===== config.mk =====
export PLATFORM = sky130hd
export DESIGN_NAME = bcd_seg_shifter
export DESIGN_NICKNAME = d
export VERILOG_FILES = /design/src/rtl/bcd_seg_shifter.sv
export SDC_FILE = /design/constraint.sdc
export NUM_CORES = 1
export LEC_CHECK = 0
export BUFFER_PORTS_ARGS = -buffer_cell sky130_fd_sc_hd__buf_2
export CAP_MARGIN = 5
export CORE_MARGIN = 2
export CORE_UTILIZATION = 66
export CTS_CLUSTER_DIAMETER = 60
export CTS_CLUSTER_SIZE = 20
export DETAILED_ROUTE_END_ITERATION = 6
export GPL_TIMING_DRIVEN = 0
export MAX_ROUTING_LAYER = met4
export PLACE_DENSITY_LB_ADDON = 0.2
export SLEW_MARGIN = 0
export SYNTH_ARGS = -nofsm -noshare
export SYNTH_HDL_FRONTEND = slang
export SYNTH_SLANG_ARGS = --single-unit

===== constraint.sdc =====
create_clock -name clk -period 19.2 [get_ports clk]
set_clock_uncertainty 0.1 [all_clocks]
set_input_delay 3.84 -clock clk [delete_from_list [all_inputs] [get_ports clk]]
set_output_delay 3.84 -clock clk [all_outputs]
set_load 0.02 [all_outputs]

===== src/rtl/bcd_seg_shifter.sv =====
// rtl/bcd_seg_shifter.sv - binary to BCD (double dabble), 7-segment encode and serial shift to the segment chain
module bcd_seg_shifter #(
  parameter int BIN_BITS = 32,
  parameter int DIGITS   = 8,
  parameter int CLK_DIV  = 2,
  parameter int BLANK_LZ = 1
) (
  input  logic                  clk,
  input  logic                  rst,
  input  logic                  start,
  input  logic [BIN_BITS-1:0]   bin,
  input  logic [DIGITS-1:0]     point,
  output logic                  busy,
  output logic                  done,
  output logic                  overflow,
  output logic [4*DIGITS-1:0]   bcd,
  output logic [3:0]            sout
);

  localparam int BW = 4 * DIGITS;
  localparam int FW = 8 * DIGITS;
  localparam logic [7:0]  CONV_LAST  = 8'(BIN_BITS - 1);
  localparam logic [7:0]  SHIFT_LAST = 8'(FW - 1);
  localparam logic [15:0] HALF       = 16'(CLK_DIV);
  localparam logic [15:0] PER_LAST   = 16'(2 * CLK_DIV - 1);
  localparam logic [15:0] DIV_LAST   = 16'(CLK_DIV - 1);

  typedef enum logic [2:0] {IDLE, CONV, ENC, SHIFT, LATCH} state_t;

  state_t              state;
  logic [BIN_BITS-1:0] bin_sr;
  logic [BW-1:0]       bcd_sr;
  logic [DIGITS-1:0]   point_r;
  logic                ovf;
  logic [FW-1:0]       frame_sr;
  logic [7:0]          bit_cnt;
  logic [15:0]         div_cnt;
  logic                seg_clk, seg_do, seg_pen, seg_clr;

  logic [BW-1:0]       adj;
  logic [FW-1:0]       frame_c;
  logic                seen;
  logic [3:0]          dig;
  logic [6:0]          glyph;

  assign sout = {seg_clk, seg_do, seg_pen, seg_clr};

  // Low seven bits of the active-low glyph; dp is merged in separately.
  function automatic logic [6:0] seg7(input logic [3:0] d);
    case (d)
      4'd0: seg7 = 7'h40;
      4'd1: seg7 = 7'h79;
      4'd2: seg7 = 7'h24;
      4'd3: seg7 = 7'h30;
      4'd4: seg7 = 7'h19;
      4'd5: seg7 = 7'h12;
      4'd6: seg7 = 7'h02;
      4'd7: seg7 = 7'h78;
      4'd8: seg7 = 7'h00;
      4'd9: seg7 = 7'h10;
      default: seg7 = 7'h7F;
    endcase
  endfunction

  always_comb begin
    adj = bcd_sr;
    for (int i = 0; i < DIGITS; i++) begin
      if (bcd_sr[4*i +: 4] >= 4'd5) adj[4*i +: 4] = bcd_sr[4*i +: 4] + 4'd3;
    end
  end

  // Walk from the top digit down; a digit is blank until a nonzero digit has been seen.
  always_comb begin
    seen    = 1'b0;
    frame_c = '0;
    dig     = 4'd0;
    glyph   = 7'h7F;
    for (int i = DIGITS - 1; i >= 0; i--) begin
      dig  = bcd_sr[4*i +: 4];
      seen = seen | (dig != 4'd0);
      if (ovf)                                   glyph = 7'h3F;
      else if (BLANK_LZ != 0 && !seen && i != 0) glyph = 7'h7F;
      else                                       glyph = seg7(dig);
      frame_c[8*i +: 8] = {~point_r[i], glyph};
    end
  end

  always_ff @(posedge clk or posedge rst) begin
    if (rst) begin
      state    <= IDLE;
      bin_sr   <= '0;
      bcd_sr   <= '0;
      point_r  <= '0;
      ovf      <= 1'b0;
      frame_sr <= '0;
      bit_cnt  <= '0;
      div_cnt  <= '0;
      busy     <= 1'b0;
      done     <= 1'b0;
      overflow <= 1'b0;
      bcd      <= '0;
      seg_clk  <= 1'b0;
      seg_do   <= 1'b0;
      seg_pen  <= 1'b0;
      seg_clr  <= 1'b0;
    end else begin
      seg_clr <= 1'b1;
      done    <= 1'b0;
      case (state)
        IDLE: begin
          if (start) begin
            bin_sr  <= bin;
            point_r <= point;
            bcd_sr  <= '0;
            ovf     <= 1'b0;
            bit_cnt <= '0;
            busy    <= 1'b1;
            state   <= CONV;
          end
        end
        CONV: begin
          {bcd_sr, bin_sr} <= {adj[BW-2:0], bin_sr, 1'b0};
          ovf              <= ovf | adj[BW-1];
          bit_cnt          <= bit_cnt + 8'd1;
          if (bit_cnt == CONV_LAST) state <= ENC;
        end
        ENC: begin
          bcd      <= bcd_sr;
          overflow <= ovf;
          seg_do   <= frame_c[FW-1];
          frame_sr <= {frame_c[FW-2:0], 1'b0};
          seg_clk  <= 1'b0;
          bit_cnt  <= '0;
          div_cnt  <= '0;
          state    <= SHIFT;
        end
        SHIFT: begin
          if (div_cnt == PER_LAST) begin
            div_cnt <= '0;
            seg_clk <= 1'b0;
            if (bit_cnt == SHIFT_LAST) begin
              seg_do  <= 1'b0;
              seg_pen <= 1'b1;
              state   <= LATCH;
            end else begin
              bit_cnt  <= bit_cnt + 8'd1;
              seg_do   <= frame_sr[FW-1];
              frame_sr <= {frame_sr[FW-2:0], 1'b0};
            end
          end else begin
            div_cnt <= div_cnt + 16'd1;
            seg_clk <= (div_cnt + 16'd1) >= HALF;
          end
        end
        LATCH: begin
          if (div_cnt == DIV_LAST) begin
            div_cnt <= '0;
            seg_pen <= 1'b0;
            busy    <= 1'b0;
            done    <= 1'b1;
            state   <= IDLE;
          end else begin
            div_cnt <= div_cnt + 16'd1;
          end
        end
        default: state <= IDLE;
      endcase
    end
  end

endmodule


==> qor_table.md <==
| Stage | Metric | This run |
| --- | --- | --- |
| power and ir drop | Total design power | 1.588 mW |
| worst setup path | Critical Path, Cell by Cell | buf_2, inv_1, nor4_2, nor2_1, clkbuf_1, a22o_1 |
| clock tree | Clock buffers created by TritonCTS | 17 |
| floorplan | # rows | 47 |
| finish | Share of layout cells above drive strength 1 | 0.1478 |
| clock tree | Hold buffer count at cts | 0 |
| grt | Via count of the first global-routing pass | 9523 |
| synthesis | Async S/R FF share, synth | 1.000 |
| power and ir drop | Peak ir drop on the vdd network | 84.36 uV |
| worst setup path | Required time of the critical path | 19.48 ns |
| clock tree | Maximum root-to-sink buffer count | 3 |
| clock tree | Number of sinks driven by the clock tree | 202 |
| worst setup path | CP Capture Type | flop |
| detailed routing | Drt wl/cell | 18.51 um |
| worst setup path | Critical-path cell with the highest stage delay | sky130_fd_sc_hd__nor4_2 |
| timing | RSZ-0062 raised after global routing | false |
| synthesis | Count of flip-flops with a built-in enable after synthesis | 0 |
| min path | Classification of the worst-slack hold path | reg2reg |
| floorplan | Die ar. | 18260 sq um |
| detailed routing | Drt first pass iters | 6 |
| timing | Timing-limited maximum frequency | 190.6 MHz |
| grt | Final global-route overflow total | 0 |
| worst setup path | Kind of start point of the critical path | primary input |
| synthesis | Yosys warnings | 0 |
| finish | Area growth from synthesis to layout | 11.17% |
| placement | # port buffers | 81 |
| worst setup path | Max incr delay on CP | 0.46 ns |
| timing | Final sum of negative setup slack | 0 ns |
| detailed routing | Residual DRC count | 0 |
| timing | Headroom to the max-slew limit | 0.4004 |
| run status | Outcome | finished, final reports clean |
| synthesis | Synthesized flop and latch total | 202 |
| clock tree | Clock insertion delay at the later pin of the skew report | 0.50 ns |
| floorplan | Die width | 135.1 um |
| placement | HPWL after detailed placement | 19.69 mm |
| floorplan | Starting density of the core | 0.6797 |
| finish | Layout filler cell count | 1232 |
| clock tree | Total setup buffers inserted after CTS | 0 |
| synthesis | Average cell area after synthesis | 9.184 sq um |
| worst setup path | Critical path's top delay family | simple AND/OR/NAND/NOR gates |
| worst setup path | Count of buffer and inverter cells on the critical path | 3 |
| worst setup path | Signal arrival time at the worst endpoint | 5.53 ns |
| detailed routing | Remaining antenna violation count after routing | 0 |
| timing | Final number of max-transition violations | 0 |
| detailed routing | Wirelength, routed | 28.98 mm |
| floorplan | # IOs | 82 |
| clock tree | Clock transition time at the flip-flop clock pins of the worst setup and hold paths | 0.08 ns |
| worst setup path | CP max FO | 10 |
| timing | Count of final hold-check violations | 0 |
| synthesis | Post-synthesis instance total | 1236 |
| power and ir drop | Power per Cell Area | 125.8 nW/um^2 |
| timing | Fraction of the cycle the final worst path needs | 0.2733 |
| timing | Shortest clock period the worst path allows after layout | 5.246 ns |
| grt | Initial antenna violation count | 0 |
| detailed routing | Detailed router's first-iteration violation count | 844 |
| worst setup path | Worst setup path category | in2reg |
| clock tree | CTS tree | done |
| finish | Nets@finish | 1426 |
| detailed routing | Total via count after detailed routing | 9896 |
| synthesis | Area of the mapped netlist | 11350 sq um |
| timing | Worst Max-Slew Pin Slew | 0.8994 ns |
| flow run | Max cap viols | 0 |
| clock tree | CTS Root Cell | sky130_fd_sc_hd__clkbuf_16 |
| grt | Maximum number of pins on one net before global-route repair | 117 |
| placement | Final weighted congestion of routability-driven global placement | 0.9233 |
| power and ir drop | Static leakage | 5.401 nW |
| detailed routing | Number of vias per cell after detailed routing | 6.319 |
| grt | First-pass GRT wire length | 47.60 mm |
| synthesis | Count of cell types in the netlist | 71 |
| clock tree | Quantity of gates resized following cts | 0 |
| synthesis | Fraction of the yosys area taken by sequential cells | 0.4453 |
| grt | GRT Overall Usage | 0.3311 |
| timing | Final setup violating endpoints | 0 |
| finish | Number of antenna repair diodes | 0 |
| floorplan | Area of the core region | 16700 sq um |
| synthesis | Total nets after synthesis | 1325 |
| floorplan | Die Height | 135.1 um |
| synthesis | Most used flip-flop cell after synthesis | sky130_fd_sc_hd__dfrtp_1 |
| clock tree | CTS H-tree lvls | 1 |
[report_power, final]
part	switching [mW]	leakage, nW	total, mW	internal [mW]
clock network	0.177	0.275	0.360	0.183
logic	0.340	2.54	0.571	0.232
registers	0.0944	2.59	0.656	0.561
total	0.611	5.40	1.59	0.977
[kinds of logic after synthesis]
group                    count (synthesis)  share of synthesized area
AO/OA/AOI/OAI                          422                     0.2199
AND/OR/NAND/NOR                        309                     0.1279
flip-flops                             202                     0.4453
buffers and inverters                  145                    0.05500
multiplexers                            90                    0.08466
adder cells (fa/ha/maj)                 46                    0.05071
XOR/XNOR                                21                    0.01620
other                                    1                  0.0003304
[path summary, 6_finish.rpt]
check                          from            to  slack (ns)  cells past startpoint
max in group asynchronous       rst    bin_sr[13]       14.73                      3
hold reg to reg                busy          busy        0.38                      1
setup / recovery              start     bcd_sr[2]       13.95                      6
setup reg to reg           state[0]  frame_sr[24]       16.22                      6
min in group asynchronous       rst       bcd[16]        3.31                      2
hold / removal                 busy          busy        0.38                      1
[metal layers]
| metal | GRT usage | wire [um] |
|---|---|---|
| met1 | 0.4426 | 12420 |
| met3 | 0.05350 | 2002 |
| met2 | 0.5189 | 13530 |
| met5 | - | 0 |
| met4 | 0.1175 | 1035 |
[metrics by stage]
step	util	cell area, sq um	hold WS (ns)	std cells	setup slack (ns)
after detailed placement	0.7225	12070	0.3604	1538	13.47
after global placement	0.7204	12030	0.3551	1537	7.506
after global routing	0.7555	12620	0.4030	1566	13.83
after floorplan	-	11350	0.3492	1236	9.749
after CTS	0.7555	12620	0.3790	1566	13.98
final	0.7555	12620	0.3752	1566	13.95
[synth_stat cells (all sizes together), types with 4 or more instances]
cell type | number | area share
nor3 | 17 | 0.0075
o21ai | 221 | 0.097
o211ai | 14 | 0.0093
or3 | 5 | 0.0028
a21oi | 58 | 0.026
nor4 | 13 | 0.0077
xor2 | 4 | 0.0031
nand2b | 20 | 0.011
nor2b | 6 | 0.0033
nand3 | 19 | 0.0084
a211oi | 10 | 0.0066
dfrtp | 202 | 0.45
nor2 | 77 | 0.026
a22o | 11 | 0.0085
o31ai | 21 | 0.014
a31oi | 9 | 0.0063
xnor2 | 17 | 0.013
mux2 | 48 | 0.048
a22oi | 7 | 0.0046
ha | 46 | 0.051
inv | 49 | 0.016
or2 | 6 | 0.0033
o21ba | 4 | 0.0035
buf | 30 | 0.017
o22ai | 29 | 0.016
nand2 | 115 | 0.038
mux2i | 42 | 0.037
clkbuf | 65 | 0.022
and2 | 6 | 0.0033
nand4 | 8 | 0.0044
[registers in the layout, summed over array words and instances (netlist names), 3 cells and up]
| signal | cells |
|---|---|
| bcd | 32 |
| bin_sr | 32 |
| bcd_sr | 32 |
| frame_sr | 63 |
| div_cnt | 16 |
| state | 3 |
| point_r | 8 |
| bit_cnt | 8 |
[final cells by class]
| type | count | area, sq um | area share |
|---|---|---|---|
| clock inverters | 11 | 126.4 | 0.01001 |
| flip-flops and latches | 202 | 5055 | 0.4006 |
| clock buffers | 17 | 425.4 | 0.03371 |
| inverters | 50 | 195.2 | 0.01547 |
| plain buffers | 95 | 436.7 | 0.03461 |
| multi-input cells | 889 | 5672 | 0.4495 |
| well taps | 220 | 275.3 | 0.02181 |
| repair buffers | 82 | 432.9 | 0.03431 |
[placed cells by master, fill, tap and decap left out, types with 20 or more instances in the layout]
| cell type | instances |
|---|---|
| sky130_fd_sc_hd__mux2_2 | 48 |
| sky130_fd_sc_hd__dfrtp_1 | 202 |
| sky130_fd_sc_hd__a21oi_1 | 58 |
| sky130_fd_sc_hd__inv_1 | 48 |
| sky130_fd_sc_hd__buf_2 | 96 |
| sky130_fd_sc_hd__nor2_1 | 76 |
| sky130_fd_sc_hd__o22ai_1 | 29 |
| sky130_fd_sc_hd__clkbuf_1 | 64 |
| sky130_fd_sc_hd__mux2i_1 | 42 |
| sky130_fd_sc_hd__o31ai_1 | 21 |
| sky130_fd_sc_hd__o21ai_0 | 220 |
| sky130_fd_sc_hd__nand2_1 | 115 |
| sky130_fd_sc_hd__nand2b_1 | 20 |
| sky130_fd_sc_hd__ha_1 | 46 |
(Power assumes the default switching activity.)
